File: config.mk
export PLATFORM = sky130hd
export DESIGN_NAME = mul16_seq
export DESIGN_NICKNAME = d
export VERILOG_FILES = /design/src/rtl/cpu_pkg.sv /design/src/rtl/Adder_16bit.sv /design/src/rtl/mul16_seq.sv
export SDC_FILE = /design/constraint.sdc
export NUM_CORES = 1
export LEC_CHECK = 0
export CAP_MARGIN = 20
export CORE_MARGIN = 4
export CORE_UTILIZATION = 49
export CTS_CLUSTER_DIAMETER = 100
export DETAILED_ROUTE_END_ITERATION = 8
export PLACE_DENSITY = 0.8
export RECOVER_POWER = 25
export SKIP_CTS_REPAIR_TIMING = 1
export SYNTH_ARGS = -nofsm -noshare
export SYNTH_HDL_FRONTEND = slang
export SYNTH_SLANG_ARGS = --single-unit
File: constraint.sdc
create_clock -name clk -period 8.6 [get_ports clk]
set_clock_uncertainty 0.05 [all_clocks]
set_input_delay 2.58 -clock clk [delete_from_list [all_inputs] [get_ports clk]]
set_output_delay 2.58 -clock clk [all_outputs]
set_load 0.01 [all_outputs]
File: src/rtl/cpu_pkg.sv
// Shared CPU execute-stage definitions: multiplier FSM states and sequencing constants.
package cpu_pkg;

  typedef enum logic [1:0] {
    IDLE = 2'd0,
    CALC = 2'd1,
    DONE = 2'd2
  } mul_state_t;

  localparam int MUL_ITERS = 16;
  localparam int MUL_CNT_W = 5;

endpackage

File: src/rtl/Adder_16bit.sv
// 16-bit combinational ripple-carry adder, carry-in tied low.
module Adder_16bit (
  input  logic [15:0] A,
  input  logic [15:0] B,
  output logic [15:0] Sum,
  output logic        CarryOut
);

  logic [16:0] c;

  assign c[0] = 1'b0;

  for (genvar i = 0; i < 16; i++) begin : g_fa
    assign Sum[i]   = A[i] ^ B[i] ^ c[i];
    assign c[i+1]   = (A[i] & B[i]) | (c[i] & (A[i] ^ B[i]));
  end

  assign CarryOut = c[16];

endmodule

File: src/rtl/mul16_seq.sv
// Sequential unsigned 16x16->32 shift-and-add multiplier, one partial product per clock,
// built around a single shared 16-bit ripple adder.
module mul16_seq
  import cpu_pkg::*;
#(
  parameter int WIDTH = 16
) (
  input  logic               clk,
  input  logic               reset,
  input  logic               start,
  input  logic [WIDTH-1:0]   a,
  input  logic [WIDTH-1:0]   b,
  output logic               ready,
  output logic               busy,
  output logic               done,
  output logic [2*WIDTH-1:0] product
);

  localparam logic [MUL_CNT_W-1:0] LAST_ITER = MUL_CNT_W'(MUL_ITERS - 1);

  mul_state_t           state, state_nxt;
  logic [WIDTH-1:0]     mcand, acc_hi, acc_lo;
  logic [WIDTH-1:0]     addend, sum;
  logic                 cout;
  logic [MUL_CNT_W-1:0] cnt;

  assign addend = acc_lo[0] ? mcand : '0;

  Adder_16bit u_add (
    .A        (acc_hi),
    .B        (addend),
    .Sum      (sum),
    .CarryOut (cout)
  );

  always_ff @(posedge clk or posedge reset) begin
    if (reset) state <= IDLE;
    else       state <= state_nxt;
  end

  always_comb begin
    state_nxt = state;
    ready     = 1'b0;
    busy      = 1'b0;
    done      = 1'b0;
    case (state)
      IDLE: begin
        ready = 1'b1;
        if (start) state_nxt = CALC;
      end
      CALC: begin
        busy = 1'b1;
        if (cnt == LAST_ITER) state_nxt = DONE;
      end
      DONE: begin
        busy      = 1'b1;
        done      = 1'b1;
        state_nxt = IDLE;
      end
      default: state_nxt = IDLE;
    endcase
  end

  // Carry-out rides in as the new MSB so the 17-bit partial sum is never truncated.
  always_ff @(posedge clk or posedge reset) begin
    if (reset) begin
      mcand  <= '0;
      acc_hi <= '0;
      acc_lo <= '0;
      cnt    <= '0;
    end else begin
      case (state)
        IDLE: if (start) begin
          mcand  <= a;
          acc_hi <= '0;
          acc_lo <= b;
          cnt    <= '0;
        end
        CALC: begin
          {acc_hi, acc_lo} <= {cout, sum, acc_lo[WIDTH-1:1]};
          cnt              <= cnt + 1'b1;
        end
        default: ;
      endcase
    end
  end

  assign product = {acc_hi, acc_lo};

endmodule

==> results of run 1 <==
[placed cells by master (no fill, tap or decap), drive strengths merged]
cell type	count
mux2	16
buf	2
a31oi	2
o211ai	1
nand2b	3
nand2	36
a21oi	4
mux2i	17
fa	15
clkbuf	8
o21ai	21
clkdlybuf4s50	67
o22ai	9
ha	6
nand4b	1
dlygate4sd3	2
a22o	5
and3	2
dfrtp	55
clkinv	2
and2	6
inv	24
[critical path, cell delays in order (launching register included)]
cell and delay (ps):
dfrtp_1 690, and2_1 200, ha_1 140, inv_1 50
fa_1 370, fa_1 390, fa_1 400, fa_1 410
fa_1 390, inv_1 90, fa_1 160, inv_1 50
fa_1 350, inv_1 80, fa_1 170, fa_1 160
inv_1 50, fa_1 370, fa_1 390, fa_1 400
fa_1 370, inv_1 80, fa_1 150, inv_1 50
fa_1 460, o21ai_0 70
[final timing paths]
kind | cells past startpoint | endpoint | slack, ps | from
max | 25 | acc_hi[14] | 1920 | acc_lo[0]
min | 1 | cnt[3] | 430 | cnt[3]
max reg2reg | 25 | acc_hi[14] | 1920 | acc_lo[0]
min reg2reg | 1 | cnt[3] | 430 | cnt[3]
max in group asynchronous | 3 | cnt[0] | 3120 | reset
min in group asynchronous | 3 | acc_lo[11] | 3750 | reset
[sequential cells by signal, summed over array words and instances, names as in the netlist]
register and flops:
acc_hi 16, acc_lo 16, mcand 16, cnt 5, state 2
[cell families (layout without fill, tap and decap cells)]
kind of cell	Yosys count	in the layout
and+or+nand+nor	48	48
AOI/OAI and AO/OA	42	42
adders and majority gates	21	21
muxes	33	33
buffers and inverters	35	105
DFF	55	55
[stage by stage]
step / cells / hold WS [ps] / util / area, µm²
detailed placement: 365 / 419 / 0.661 / 3460
global placement: 365 / 408 / 0.661 / 3460
CTS: 373 / 432 / 0.677 / 3540
finish: 374 / 429 / 0.680 / 3560
floorplan: 234 / 393 / - / 2730
global route: 374 / 453 / 0.680 / 3560
[layer usage]
| metal | GRT usage | vias to the layer above | routed length, µm |
|---|---|---|---|
| met3 | 0.0542 | 8 | 506 |
| met5 | 0 | - | 0 |
| met1 | 0.234 | 932 | 2360 |
| li1 | - | 914 | - |
| met2 | 0.261 | 65 | 2620 |
| met4 | 0.0343 | 0 | 41 |
[final cells by class]
cell class	count	area, µm²
Multi-Input combinational cell	144	1200
Inverter	25	93.8
Tap cell	70	87.6
Clock inverter	1	5.00
Sequential cell	55	1380
Timing Repair Buffer	72	722
Clock buffer	7	76.3
Fill cell	410	1680
[power groups by stage]
stage                     Combinational (mW)  Sequential (mW)  Clock, mW
after global routing                   0.627            0.468      0.153
after CTS                              0.563            0.453      0.140
after detailed placement               0.562            0.458          0
final                                  0.563            0.452      0.138
after floorplan                        0.339            0.460          0
after global placement                 0.542            0.455          0
==> metrics.yaml, run 1 <==
violations: "capacitance limit, slew limit"
critPathArrivalTime_ps: 6810
power_switching_mw: 0.435
root_buffer: "clkbuf_8"
gp_congestion: 0.780
synth_fa_ha_area_frac: 0.138
synth_top_family_by_area: "adder cells"
vias: 1919
setup_tns_ps: 0
cts_tree: "yes"
rsz0062_at_grt: "false"
post-route-period-util: 0.777
synth_warnings: 0
antenna_found_initial: 0
layout-drive-gt1-share: 0.0888
n_antenna_cell: 0
die_h_um: 82.6
postSynth.asyncResetShare: 1.00
fin_crit_ps: 6680
ys_dominant_reg_cell: "dfrtp_1"
grt_usage: 0.168
cp_max_fo: 18
synth_edf_count: 0
p_comb_frac: 0.488
p_seq_frac: 0.392
synth-seq-cells: 55
clkTransAtPathRegs_ps: 90
cts_made_buffers: 5
synth_commonest_cells: "dfrtp_1 (55), nand2_1 (35), inv_1 (24)"
fin_nets: 359
slew_violations: 56
slew_headroom: -0.915
maxCapViolations: 1
intPower_mw: 0.718
drtIter0Drc: 68
vdd_drop_max_mv: 0.156
path_class: "reg -> reg"
synth_largest_area_cell: "dfrtp_1"
synth-xor-area-share: 0
avgViaCountPerCell: 5.13
cp.required_ps: 8730
cellLeakagePower_nw: 1.54
yosys.area.top_type_share: 0.505
seq_area_frac_synth: 0.505
coreArea_um2: 5240
worst_slew_pin_slew_ps: 2870
synth-compound-area-share: 0.0899
power.share.switching: 0.378
synth_mux_area_frac: 0.133
pwr-share-clk: 0.119
final_hold_viol_count: 0
fin_total_pwr_mw: 1.15
fmax_mhz: 150
area_growth_syn_to_layout_pct: 30.6
first_pass_iters: 5
htreeDepth: 2
grt_max_degree: 56
boundaryPins: 70
outcome: "complete, but fails checks"
wire_per_inst_um: 14.8
fin_ws_ps: 1920
syn_area_per_cell_um2: 11.7
synth.distinct_cells: 25
syn_nets: 290
crit_path_end_kind: "flip-flop"
wirelength_um: 5520
port_buffers: 69
syn_inst: 234
power_density_nw_per_um2: 324
start_util: 0.521
clock_sinks: 55
grt_overflow: 0
dpl.hpwl_um: 3980
hold_class: "reg -> reg"
die-area_um2: 6820
yosys.area_share.simple: 0.0789
drc: 0
place_ws_ps: 1910
grt_pass1_wl_um: 8730
start_kind: "flip-flop"
synth_most_common_cell: "dfrtp_1"
syn_area_um2: 2730
die_w_um: 82.6
ant_nets: 0
num_rows: 26
grt_pass1_vias: 1883
netlist_top_cells_area: "dfrtp_1 (50%), fa_1 (11%), mux2_2 (6.6%)"
cts_buffer_depth: 2
clock_latency_ps: 300
setup_viol: 0
(Power assumes the default switching activity.)
==> run 2, diff against run 1 <==
clock period = 6.2 ns   (was 8.6 ns; I/O delays follow)
==> metrics.yaml, run 2 (synthesis gave the netlist of run 1 again) <==
outcome: "complete, but fails checks"
violations: "capacitance limit, slew limit"
finalNonFillerCells: 376
cp.required_ps: 6320
slew_violations: 56
boundaryPins: 70
wirelength_um: 5510
final_cell_mix: "clkdlybuf4s50_1 (67), dfrtp_1 (55), nand2_1 (35)"
die_h_um: 82.6
cellLeakagePower_nw: 1.55
final_hold_viol_count: 0
grt_usage: 0.172
layout-drive-gt1-share: 0.124
root_buffer: "clkbuf_8"
slew_headroom: -0.880
path_class: "reg -> reg"
cts_tree: "yes"
grt_pass1_wl_um: 8790
grt_pass1_vias: 1927
n_antenna_cell: 0
fin_total_pwr_mw: 1.62
crit_top_cell: "fa_2"
multiInputGateArea_um2: 1220
crit_slowest_cell: "fa_1"
grt_max_degree: 56
power_density_nw_per_um2: 449
vias: 1914
wire_per_inst_um: 14.7
area_growth_syn_to_layout_pct: 32.2
htreeDepth: 2
grt_overflow: 0
final-seq-area_um2: 1380
fillers: 408
dpl.cell_count: 366
post-route-period-util: 0.955
port_buffers: 69
start_kind: "flip-flop"
antenna_found_initial: 0
setup_viol: 0
drtIter0Drc: 82
gp_congestion: 0.772
die-area_um2: 6820
maxCapViolations: 1
worst_slew_pin_slew_ps: 2820
largestRegisters: "acc_hi: 16 flops, acc_lo: 16 flops, mcand: 16 flops"
clock_sinks: 55
dpl.hpwl_um: 3940
cts_made_buffers: 5
clkTransAtPathRegs_ps: 100
utilization: 0.688
drc: 0
coreArea_um2: 5240
ant_nets: 0
rsz0062_at_grt: "false"
fmax_mhz: 169
die_w_um: 82.6
critPathArrivalTime_ps: 6050
cp_max_fo: 2
start_util: 0.521
hold_class: "reg -> reg"
cts_buffer_depth: 2
holdWs_ps: 424
slowest_delay_ps: 470
clock_latency_ps: 300
avgViaCountPerCell: 5.09
fin_nets: 361
crit_path_end_kind: "flip-flop"
layout_commonest_cell: "clkdlybuf4s50_1"
num_rows: 26
vdd_drop_max_mv: 0.232
fin_crit_ps: 5920
first_pass_iters: 4
run 2: cell count changes in the layout (fill, tap and decap cells not counted), sizes merged:
cell,delta
buf,+2
run 2: critical path: cells and delay by family (launching register included):
family / cells / cell delay (ps)
AO/OA/AOI/OAI: 1 / 80
adder cells (fa/ha/maj): 16 / 4720
buffers and inverters: 7 / 430
flip-flops: 1 / 360
AND/OR/NAND/NOR: 1 / 130
run 2: final timing paths:
kind | startpoint | to | slack, ps | cells past startpoint
max in group asynchronous | reset | state[0] | 1500 | 3
setup / recovery | acc_lo[0] | acc_hi[14] | 280 | 25
setup reg to reg | acc_lo[0] | acc_hi[14] | 280 | 25
min in group asynchronous | reset | acc_lo[9] | 3020 | 3
hold reg to reg | cnt[3] | cnt[3] | 420 | 1
hold / removal | cnt[3] | cnt[3] | 420 | 1
run 2: final cells by class:
type,instances,share of cell area
tap,70,0.0243
timing repair buffer,74,0.207
clock buffer,7,0.0212
clock inverter,1,0.00139
sequential,55,0.382
multi-input combinational,144,0.339
inverter,25,0.0260
run 2: routing by layer:
layer | wire length [µm] | track usage | up-vias
li1 | - | - | 916
met1 | 2410 | 0.223 | 931
met2 | 2530 | 0.272 | 60
met3 | 508 | 0.0531 | 7
met4 | 57 | 0.0605 | 0
met5 | 0 | 0 | -
run 2: metrics by stage:
stage / instance area, µm² / TNS, ps / worst slack, ps
final: 3600 / 0 / 279
after global routing: 3600 / 0 / 32.2
after CTS: 3550 / -50.7 / -50.7
after detailed placement: 3470 / -25.7 / -25.7
after global placement: 3470 / 0 / 107
after floorplan: 2730 / 0 / 79.2
run 2: power by group:
group | total (mW) | internal [mW] | switching (mW)
clock | 0.190 | 0.0796 | 0.110
combinational | 0.815 | 0.420 | 0.395
sequential | 0.616 | 0.512 | 0.103
total | 1.62 | 1.01 | 0.609
